**src/rtl/mem_ctrl_pkg.sv**
```systemverilog
// Shared request encodings, controller states and byte helpers for the cache/memory protocol.
package mem_ctrl_pkg;

  localparam int unsigned WORD_W = 32;
  localparam int unsigned BYTE_W = 8;
  localparam int unsigned MASK_W = 4;
  localparam int unsigned RW_W   = 2;
  localparam int unsigned CNT_W  = 3;

  localparam logic [RW_W-1:0] RW_IDLE  = 2'd0;
  localparam logic [RW_W-1:0] RW_READ  = 2'd1;
  localparam logic [RW_W-1:0] RW_WRITE = 2'd2;

  typedef enum logic [1:0] {
    ST_IDLE  = 2'd0,
    ST_READ  = 2'd1,
    ST_WRITE = 2'd2
  } state_e;

  // Index of the lowest set enable bit (caller guarantees m != 0).
  function automatic logic [1:0] lowest_set(input logic [MASK_W-1:0] m);
    logic [1:0] k;
    if (m[0])      k = 2'd0;
    else if (m[1]) k = 2'd1;
    else if (m[2]) k = 2'd2;
    else           k = 2'd3;
    return k;
  endfunction

  // Little-endian byte lane k of a word.
  function automatic logic [BYTE_W-1:0] get_byte(input logic [WORD_W-1:0] w, input logic [1:0] k);
    logic [BYTE_W-1:0] b;
    case (k)
      2'd0:    b = w[7:0];
      2'd1:    b = w[15:8];
      2'd2:    b = w[23:16];
      default: b = w[31:24];
    endcase
    return b;
  endfunction

endpackage

```
**src/rtl/mem_ctrl.sv**
```systemverilog
// Word-request responder that serialises reads/writes onto an external synchronous byte RAM.
module mem_ctrl
  import mem_ctrl_pkg::*;
#(
  parameter int unsigned RAM_ADDR_WIDTH = 17
) (
  input  logic                      clk,
  input  logic                      rst_n,
  input  logic [RW_W-1:0]           rw_flag,
  input  logic [WORD_W-1:0]         addr,
  input  logic [WORD_W-1:0]         w_data,
  input  logic [MASK_W-1:0]         w_mask,
  output logic [WORD_W-1:0]         r_data,
  output logic                      busy,
  output logic                      done,
  output logic [RAM_ADDR_WIDTH-1:0] ram_addr,
  output logic                      ram_re,
  output logic                      ram_we,
  output logic [BYTE_W-1:0]         ram_wdata,
  input  logic [BYTE_W-1:0]         ram_rdata
);

  localparam int unsigned BASE_W = RAM_ADDR_WIDTH - 2;

  state_e                    r_state, w_state_nx;
  logic [CNT_W-1:0]          r_cnt, w_cnt_nx;
  logic [BASE_W-1:0]         r_base, w_base_nx;
  logic [WORD_W-1:0]         r_wword, w_wword_nx;
  logic [MASK_W-1:0]         r_mask, w_mask_nx;
  logic [23:0]               r_rbuf, w_rbuf_nx;
  logic [WORD_W-1:0]         r_rdata, w_rdata_nx;
  logic                      r_busy;
  logic                      r_done, w_done_nx;
  logic [RAM_ADDR_WIDTH-1:0] r_ram_addr, w_addr_nx;
  logic                      r_ram_re, w_re_nx;
  logic                      r_ram_we, w_we_nx;
  logic [BYTE_W-1:0]         r_ram_wdata, w_wdata_nx;
  logic [1:0]                w_k;
  logic [BASE_W-1:0]         w_req_base;
  logic                      w_unused_addr;

  // High address bits wrap away; low two bits address bytes, not words.
  assign w_req_base    = addr[RAM_ADDR_WIDTH-1:2];
  assign w_unused_addr = ^{addr[WORD_W-1:RAM_ADDR_WIDTH], addr[1:0]};

  // State and registered outputs.
  always_ff @(posedge clk or negedge rst_n) begin
    if (!rst_n) begin
      r_state     <= ST_IDLE;
      r_cnt       <= '0;
      r_base      <= '0;
      r_wword     <= '0;
      r_mask      <= '0;
      r_rbuf      <= '0;
      r_rdata     <= '0;
      r_busy      <= 1'b0;
      r_done      <= 1'b0;
      r_ram_addr  <= '0;
      r_ram_re    <= 1'b0;
      r_ram_we    <= 1'b0;
      r_ram_wdata <= '0;
    end else begin
      r_state     <= w_state_nx;
      r_cnt       <= w_cnt_nx;
      r_base      <= w_base_nx;
      r_wword     <= w_wword_nx;
      r_mask      <= w_mask_nx;
      r_rbuf      <= w_rbuf_nx;
      r_rdata     <= w_rdata_nx;
      r_busy      <= (w_state_nx != ST_IDLE);
      r_done      <= w_done_nx;
      r_ram_addr  <= w_addr_nx;
      r_ram_re    <= w_re_nx;
      r_ram_we    <= w_we_nx;
      r_ram_wdata <= w_wdata_nx;
    end
  end

  // Next-state and next-output decode; r_cnt counts edges since acceptance during a read.
  always_comb begin
    w_state_nx = r_state;
    w_cnt_nx   = r_cnt;
    w_base_nx  = r_base;
    w_wword_nx = r_wword;
    w_mask_nx  = r_mask;
    w_rbuf_nx  = r_rbuf;
    w_rdata_nx = r_rdata;
    w_done_nx  = 1'b0;
    w_addr_nx  = r_ram_addr;
    w_re_nx    = 1'b0;
    w_we_nx    = 1'b0;
    w_wdata_nx = r_ram_wdata;
    w_k        = 2'd0;

    case (r_state)
      ST_IDLE: begin
        if ((rw_flag & RW_READ) != RW_IDLE) begin
          // Read wins when both strobe bits are set.
          w_state_nx = ST_READ;
          w_base_nx  = w_req_base;
          w_cnt_nx   = '0;
          w_re_nx    = 1'b1;
          w_addr_nx  = {w_req_base, 2'd0};
        end else if ((rw_flag & RW_WRITE) != RW_IDLE) begin
          w_state_nx = ST_WRITE;
          w_base_nx  = w_req_base;
          w_wword_nx = w_data;
          w_mask_nx  = '0;
          if (w_mask != '0) begin
            w_k        = lowest_set(w_mask);
            w_we_nx    = 1'b1;
            w_addr_nx  = {w_req_base, w_k};
            w_wdata_nx = get_byte(w_data, w_k);
            w_mask_nx  = w_mask & ~(MASK_W'(1) << w_k);
          end
        end
      end

      ST_READ: begin
        w_cnt_nx = r_cnt + CNT_W'(1);
        if (r_cnt <= CNT_W'(2)) begin
          w_re_nx   = 1'b1;
          w_addr_nx = {r_base, r_cnt[1:0] + 2'd1};
        end
        // Byte k returns in the cycle where r_cnt == k+1.
        case (r_cnt)
          CNT_W'(1): w_rbuf_nx[7:0]   = ram_rdata;
          CNT_W'(2): w_rbuf_nx[15:8]  = ram_rdata;
          CNT_W'(3): w_rbuf_nx[23:16] = ram_rdata;
          CNT_W'(4): begin
            w_rdata_nx = {ram_rdata, r_rbuf};
            w_done_nx  = 1'b1;
            w_state_nx = ST_IDLE;
          end
          default: ;
        endcase
      end

      ST_WRITE: begin
        if (r_mask != '0) begin
          w_k        = lowest_set(r_mask);
          w_we_nx    = 1'b1;
          w_addr_nx  = {r_base, w_k};
          w_wdata_nx = get_byte(r_wword, w_k);
          w_mask_nx  = r_mask & ~(MASK_W'(1) << w_k);
        end else begin
          w_done_nx  = 1'b1;
          w_state_nx = ST_IDLE;
        end
      end

      default: w_state_nx = ST_IDLE;
    endcase
  end

  assign r_data    = r_rdata;
  assign busy      = r_busy;
  assign done      = r_done;
  assign ram_addr  = r_ram_addr;
  assign ram_re    = r_ram_re;
  assign ram_we    = r_ram_we;
  assign ram_wdata = r_ram_wdata;

endmodule

```
**config.mk**
```make
export PLATFORM = sky130hd
export DESIGN_NAME = mem_ctrl
export DESIGN_NICKNAME = d
export VERILOG_FILES = /design/src/rtl/mem_ctrl_pkg.sv /design/src/rtl/mem_ctrl.sv
export SDC_FILE = /design/constraint.sdc
export NUM_CORES = 1
export LEC_CHECK = 0
export CORE_MARGIN = 10
export CORE_UTILIZATION = 40
export DETAILED_ROUTE_END_ITERATION = 8
export PLACE_DENSITY_LB_ADDON = 0.25
export SKIP_CTS_REPAIR_TIMING = 1
export SKIP_LAST_GASP = 1
export SYNTH_ARGS = -nofsm -noshare
export SYNTH_HDL_FRONTEND = slang
export SYNTH_SLANG_ARGS = --single-unit
```
**constraint.sdc**
```tcl
create_clock -name clk -period 5.8 [get_ports clk]
set_clock_uncertainty 0.05 [all_clocks]
set_input_delay 1.16 -clock clk [delete_from_list [all_inputs] [get_ports clk]]
set_output_delay 1.16 -clock clk [all_outputs]
set_load 0.01 [all_outputs]
```
==> results of run 1 <==
-- sequential cells by signal, indices dropped and copies added (netlist names) --
| signal | flops |
|---|---|
| r_base | 15 |
| busy | 1 |
| r_rbuf | 24 |
| r_mask | 4 |
| r_data | 32 |
| ram_we | 1 |
| ram_addr | 17 |
| r_wword | 32 |
| r_cnt | 3 |
| done | 1 |
| r_state | 2 |
| ram_wdata | 8 |
| ram_re | 1 |
-- stage by stage --
| stage | std cells | area [um^2] |
|---|---|---|
| detailed placement | 843 | 7790 |
| global route | 875 | 8410 |
| finish | 875 | 8410 |
| floorplan | 532 | 6390 |
| CTS | 875 | 8410 |
| global placement | 843 | 7790 |
-- final cells by class --
cell class	count	area, um^2
Sequential cell	141	3530
Clock inverter	12	159
Inverter	22	82.6
Multi-Input combinational cell	338	2650
Timing Repair Buffer	126	1250
Clock buffer	20	457
Fill cell	1381	7360
Tap cell	216	270
-- critical path, delay by kind of cell --
kind | cells | cell delay (ns)
and+or+nand+nor | 2 | 1.06
AOI/OAI and AO/OA | 1 | 0.17
muxes | 1 | 0.38
buffers and inverters | 1 | 0.83
-- logic make-up (layout without fill, tap and decap cells) --
kind of cell / after synthesis / after routing / share of synthesized area
simple gates: 126 / 126 / 0.0981
flops: 141 / 141 / 0.552
mux: 113 / 113 / 0.205
fa+ha+maj: 9 / 9 / 0.0176
buf+inv: 53 / 180 / 0.0335
compound gates: 90 / 90 / 0.0940
-- synthesized netlist by cell type, types with 3 or more instances --
master,n,area share
dfrtp_1,141,0.55
mux2_2,103,0.18
nand2_1,62,0.036
o21ai_0,44,0.034
clkbuf_1,26,0.015
inv_1,22,0.013
nor2b_1,19,0.019
nor3b_1,16,0.019
o31a_1,16,0.022
nor2_1,14,0.0082
mux2_4,10,0.023
ha_1,9,0.018
o32ai_1,7,0.0096
nand2b_1,5,0.0049
a21oi_1,4,0.0031
a32o_1,3,0.0047
buf_1,3,0.0018
-- per-layer routing --
| metal | vias to the layer above | track usage |
|---|---|---|
| met5 | - | 0 |
| met4 | 0 | 0.0646 |
| met3 | 21 | 0.0528 |
| met2 | 125 | 0.237 |
| met1 | 2248 | 0.176 |
| li1 | 2101 | - |
-- where the power goes --
group          leakage [nW]  switching (mW)  internal (mW)  total (mW)
logic                  1.57           0.800           1.06        1.86
clock network         0.297           0.421          0.703        1.12
registers              1.73           0.283           1.48        1.76
total                  3.60            1.50           3.24        4.74
-- worst min path at each step --
stage | start | to
finish | r_base[13] | r_base[13]
global route | r_base[10] | r_base[10]
global placement | r_base[0] | r_base[0]
CTS | r_base[12] | r_base[12]
detailed placement | r_base[4] | r_base[4]
floorplan | r_base[0] | r_base[0]
==> results.tsv, run 1 <==
stage	metric	value	unit
drt	post-route ant nets	0	
timing	Fin Setup TNS	0	ns
synth	Synth Flop Type	dfrtp_1	
finish	Final Core Density	0.533	
drt	total routed wirelength	15.4	mm
place	GP Congestion	0.860	
timing	Max Slew Vio Count	0	
global_routing	vias in the first global route	4830	
place	port buffer count	123	
synth	Yosys cell types	36	
critical_path	Startpoint Class	input pin	
timing	FMAX	298	MHz
clocking	CTS buffer count	17	
floorplanning	Initial Util	0.405	
drt	Routed met2 length	7.43	mm
finish	area growth from synthesis to layout	31.5	%
critical_path	end of the critical path	ram_addr[11]	
critical_path	CP required	6.05	ns
finish	layout cells sized above 1	0.229	
timing	post-route setup slack	2.44	ns
timing	Final setup viols	0	
synth	EDFF count, synth	0	
power	Power, Total	4.74	mW
floorplanning	I/O pin count	141	
status	status	complete, no violations	
drt	DR vias/cell	5.14	
clocking	clk_lat worst skew	0.42	ns
critical_path	launch point of the worst reg-to-reg path	r_state[0]	
global_routing	first-pass GRT wire length	25.7	mm
drt	TritonRoute pass-1 iters	4	
critical_path	Worst setup EP type	flop	
timing	worst-margin pin slew	1.03	ns
min_path	Hold Crit Depth	2	
synth	FF+latch count, synth	141	
power	P_leak	3.60	nW
critical_path	worst r2r path cells	5	
clocking	clock-pin transition on the worst setup and hold timing paths	0.06	ns
critical_path	FF-to-FF End	ram_wdata[4]	
global_routing	largest net degree at the start of global routing	105	
job	MaxCap Viol Count	0	
floorplanning	Die Area	0.0214	mm^2
timing	final hold vios	0	
drt	Routed wire per std cell	17.6	um
synth	syn nets	621	
drt	DR top layer	met4	
global_routing	grt ovf	0	
floorplanning	core area	0.0158	mm^2
synth	mean post-synth cell area	12.0	um^2
critical_path	Setup CP Type	in -> reg	
drt	routed length on met1	6.69	mm
clocking	CTS H-tree depth	4	
finish	most frequent cells in the layout	dfrtp_1 (141), clkdlybuf4s50_1 (122), mux2_2 (103), nand2_1 (62), o21ai_0 (43)	
critical_path	reg2reg setup slack	3.19	ns
synth	asr flop ratio synth	1.00	
critical_path	CP max FO	21	
synth	Yosys warning count	0	
drt	drc violations	0	
clocking	Sinks on Clock Net	141	
place	Place WS	2.02	ns
clocking	clock buffer depth	2	
synth	Post-Syn Instances	532	
power	cell area power density	564	mW/mm^2
min_path	HP Class	reg -> reg	
timing	Slew HR	0.311	
drt	wire length on met3	994	um
power	Worst VDD drop	0.243	mV
drt	vias post-DR	4495	
finish	nets	735	
timing	period utilization	0.579	
drt	1st-iter DRT viols	248	
timing	Min Hold Slack	0.433	ns
timing	Final Critical Period	3.36	ns
timing	RSZ-0062 raised after global routing	no	
finish	n_diodes	0	
critical_path	Setup crit start	w_mask[0]	
global_routing	initial antenna violation count	0	
floorplanning	die width	146	um
critical_path	max incr delay on CP	0.83	ns
floorplanning	row cnt	46	
critical_path	slowest cell on the critical path	clkdlybuf4s50_1	
synth	Synth Cell Area	0.00639	mm^2
critical_path	Cell Chain, Critical Path	clkdlybuf4s50_1 > or4_1 > a21oi_1 > or4_4 > mux2_2	
floorplanning	die height	146	um
global_routing	Global Route Usage Sum	0.148	
clocking	CTS tree	yes	
finish	commonest non-fill, non-tap cell in the layout	dfrtp_1	
clocking	CTS Root Cell	clkbuf_16	
synth	sequential area share after synthesis	0.552	
place	post-DP HPWL	10.8	mm
critical_path	Critical Path AT	3.61	ns
Power figures use the tool's default switching activity.
==> inputs of run 2 (changes only) <==
==> constraint.sdc (replaced) <==
create_clock -name clk -period 3.39 [get_ports clk]
set_clock_uncertainty 0.05 [all_clocks]
set_input_delay 0.678 -clock clk [delete_from_list [all_inputs] [get_ports clk]]
set_output_delay 0.678 -clock clk [all_outputs]
set_load 0.01 [all_outputs]
==> run 2 against run 1 <==
Compared with the run above: register-to-register slack worse by 2.3 ns; via count is 0.85% higher; count of clock-buffer cells in the layout is 1 lower; first-iteration DRC count is 8.5% lower; clock power is 68% higher; highest routed layer unchanged; flip-flop and latch count stayed put; routed wire length is 1.8% higher; final area is 0.57% higher; non-clock buffer count is 7 higher; hold slack worse by 0.25 ns; power is 71% higher; critical path depth stayed put.
==> results.tsv, run 2 (synthesis gave the netlist of run 1 again) <==
stage	metric	value	unit	change
global_routing	grt ovf	0		unchanged
min_path	HP Class	in -> async		was reg -> reg
finish	layout cells sized above 1	0.236		was 0.229
drt	TritonRoute pass-1 iters	4		unchanged
floorplanning	die height	146	um	unchanged
power	cell area power density	959	mW/mm^2	was 564 mW/mm^2
timing	FMAX	393	MHz	
critical_path	Setup crit start	r_state[0]		was w_mask[0]
drt	vias post-DR	4533		was 4495
global_routing	first-pass GRT wire length	25.8	mm	was 25.7 mm
finish	Final Core Density	0.536		was 0.533
critical_path	worst r2r path cells	5		unchanged
floorplanning	die width	146	um	unchanged
place	port buffer count	123		unchanged
place	GP Congestion	0.860		unchanged
floorplanning	row cnt	46		unchanged
timing	final hold vios	0		unchanged
critical_path	reg2reg setup slack	0.84	ns	was 3.19 ns
timing	Slew HR	0.417		was 0.311
clocking	CTS buffer count	17		unchanged
critical_path	Critical Path AT	2.80	ns	was 3.61 ns
status	status	complete, no violations		unchanged
timing	RSZ-0062 raised after global routing	no		unchanged
clocking	CTS tree	yes		unchanged
power	Power, Total	8.10	mW	was 4.74 mW
timing	period utilization	0.751		
global_routing	vias in the first global route	4947		was 4830
critical_path	CP max FO	30		was 21
place	post-DP HPWL	11.1	mm	was 10.8 mm
finish	n_diodes	0		unchanged
finish	fill cell count	1377		was 1381
finish	area growth from synthesis to layout	32.2	%	was 31.5%
drt	total routed wirelength	15.7	mm	was 15.4 mm
clocking	clock buffer depth	2		unchanged
critical_path	launch point of the worst reg-to-reg path	r_state[0]		unchanged
finish	commonest non-fill, non-tap cell in the layout	dfrtp_1		unchanged
job	MaxCap Viol Count	0		unchanged
finish	footprint of the multi-input gates	0.00265	mm^2	unchanged
drt	drc violations	0		unchanged
drt	Routed wire per std cell	17.8	um	was 17.6 um
critical_path	FF-to-FF End	ram_addr[14]		was ram_wdata[4]
timing	Max Slew Vio Count	0		unchanged
drt	post-route ant nets	0		unchanged
floorplanning	I/O pin count	141		unchanged
clocking	Sinks on Clock Net	141		unchanged
global_routing	initial antenna violation count	0		unchanged
timing	Final Critical Period	2.55	ns	
floorplanning	Die Area	0.0214	mm^2	unchanged
global_routing	largest net degree at the start of global routing	62		was 105
critical_path	Setup CP Type	reg -> reg		was in -> reg
clocking	clock-pin transition on the worst setup and hold timing paths	0.06	ns	about the same
clocking	CTS H-tree depth	4		unchanged
floorplanning	Initial Util	0.405		unchanged
critical_path	CP required	3.64	ns	was 6.05 ns
finish	nets	742		was 735
timing	Final setup viols	0		unchanged
timing	Fin Setup TNS	0	ns	unchanged
drt	1st-iter DRT viols	227		was 248
critical_path	Startpoint Class	flop		was input pin
global_routing	Global Route Usage Sum	0.149		was 0.148
finish	Finished Layout Cells	882		was 875
timing	Min Hold Slack	0.187	ns	was 0.433 ns
finish	most frequent cells in the layout	dfrtp_1 (141), clkdlybuf4s50_1 (122), mux2_2 (103), nand2_1 (62), o21ai_0 (43)		unchanged
place	# placed instances	850		was 843
finish	Reg area	0.00353	mm^2	unchanged
power	Worst VDD drop	0.372	mV	was 0.243 mV
timing	worst-margin pin slew	0.874	ns	was 1.03 ns
power	P_leak	3.62	nW	was 3.60 nW
floorplanning	core area	0.0158	mm^2	unchanged
clocking	CTS Root Cell	clkbuf_16		unchanged
clocking	clk_lat worst skew	0.42	ns	about the same
critical_path	Worst setup EP type	flop		unchanged
drt	DR vias/cell	5.14		about the same
[run 2: cell count changes in the layout (fill, tap and decap cells not counted)]
cell        delta
buf_12         +1
buf_4          +6
clkbuf_1       +1
clkbuf_8       -2
clkinvlp_4     +2
inv_6          -1
[run 2: worst max-delay path by stage]
stage	end	cells after the start	slack [ns]
floorplan	ram_addr[0]	6	1.16
global placement	ram_addr[10]	5	0.62
detailed placement	ram_addr[6]	5	0.60
CTS	ram_addr[14]	5	0.84
global route	ram_wdata[1]	5	0.60
finish	ram_addr[14]	5	0.84
[run 2: layout make-up]
type / count / share of cell area
clock buffer: 19 / 0.0512
clock inverter: 13 / 0.0195
inverter: 22 / 0.00977
multi-input combinational: 338 / 0.314
sequential: 141 / 0.417
tap: 216 / 0.0320
timing repair buffer: 133 / 0.156
[run 2: per-layer routing]
metal	vias up	track usage	wire, um
li1	2106	-	-
met1	2285	0.178	6880
met2	121	0.240	7570
met3	21	0.0525	973
met4	0	0.0611	299
met5	-	0	0
[run 2: stage by stage]
stage	worst slack (ns)	instance area, um^2
floorplan	1.16	6390
global placement	0.619	7860
detailed placement	0.597	7860
CTS	0.841	8450
global route	0.601	8450
finish	0.844	8450
[run 2: power breakdown]
group          internal [mW]  switching (mW)
clock                   1.16           0.721
sequential              2.53           0.497
combinational           1.82            1.38
[run 2: critical path, cell delays in order (launching register included)]
cell and delay, ns:
dfrtp_1 0.39, inv_1 0.10, ha_1 0.51, and3_1 0.32, or4_4 0.70, mux2_4 0.35
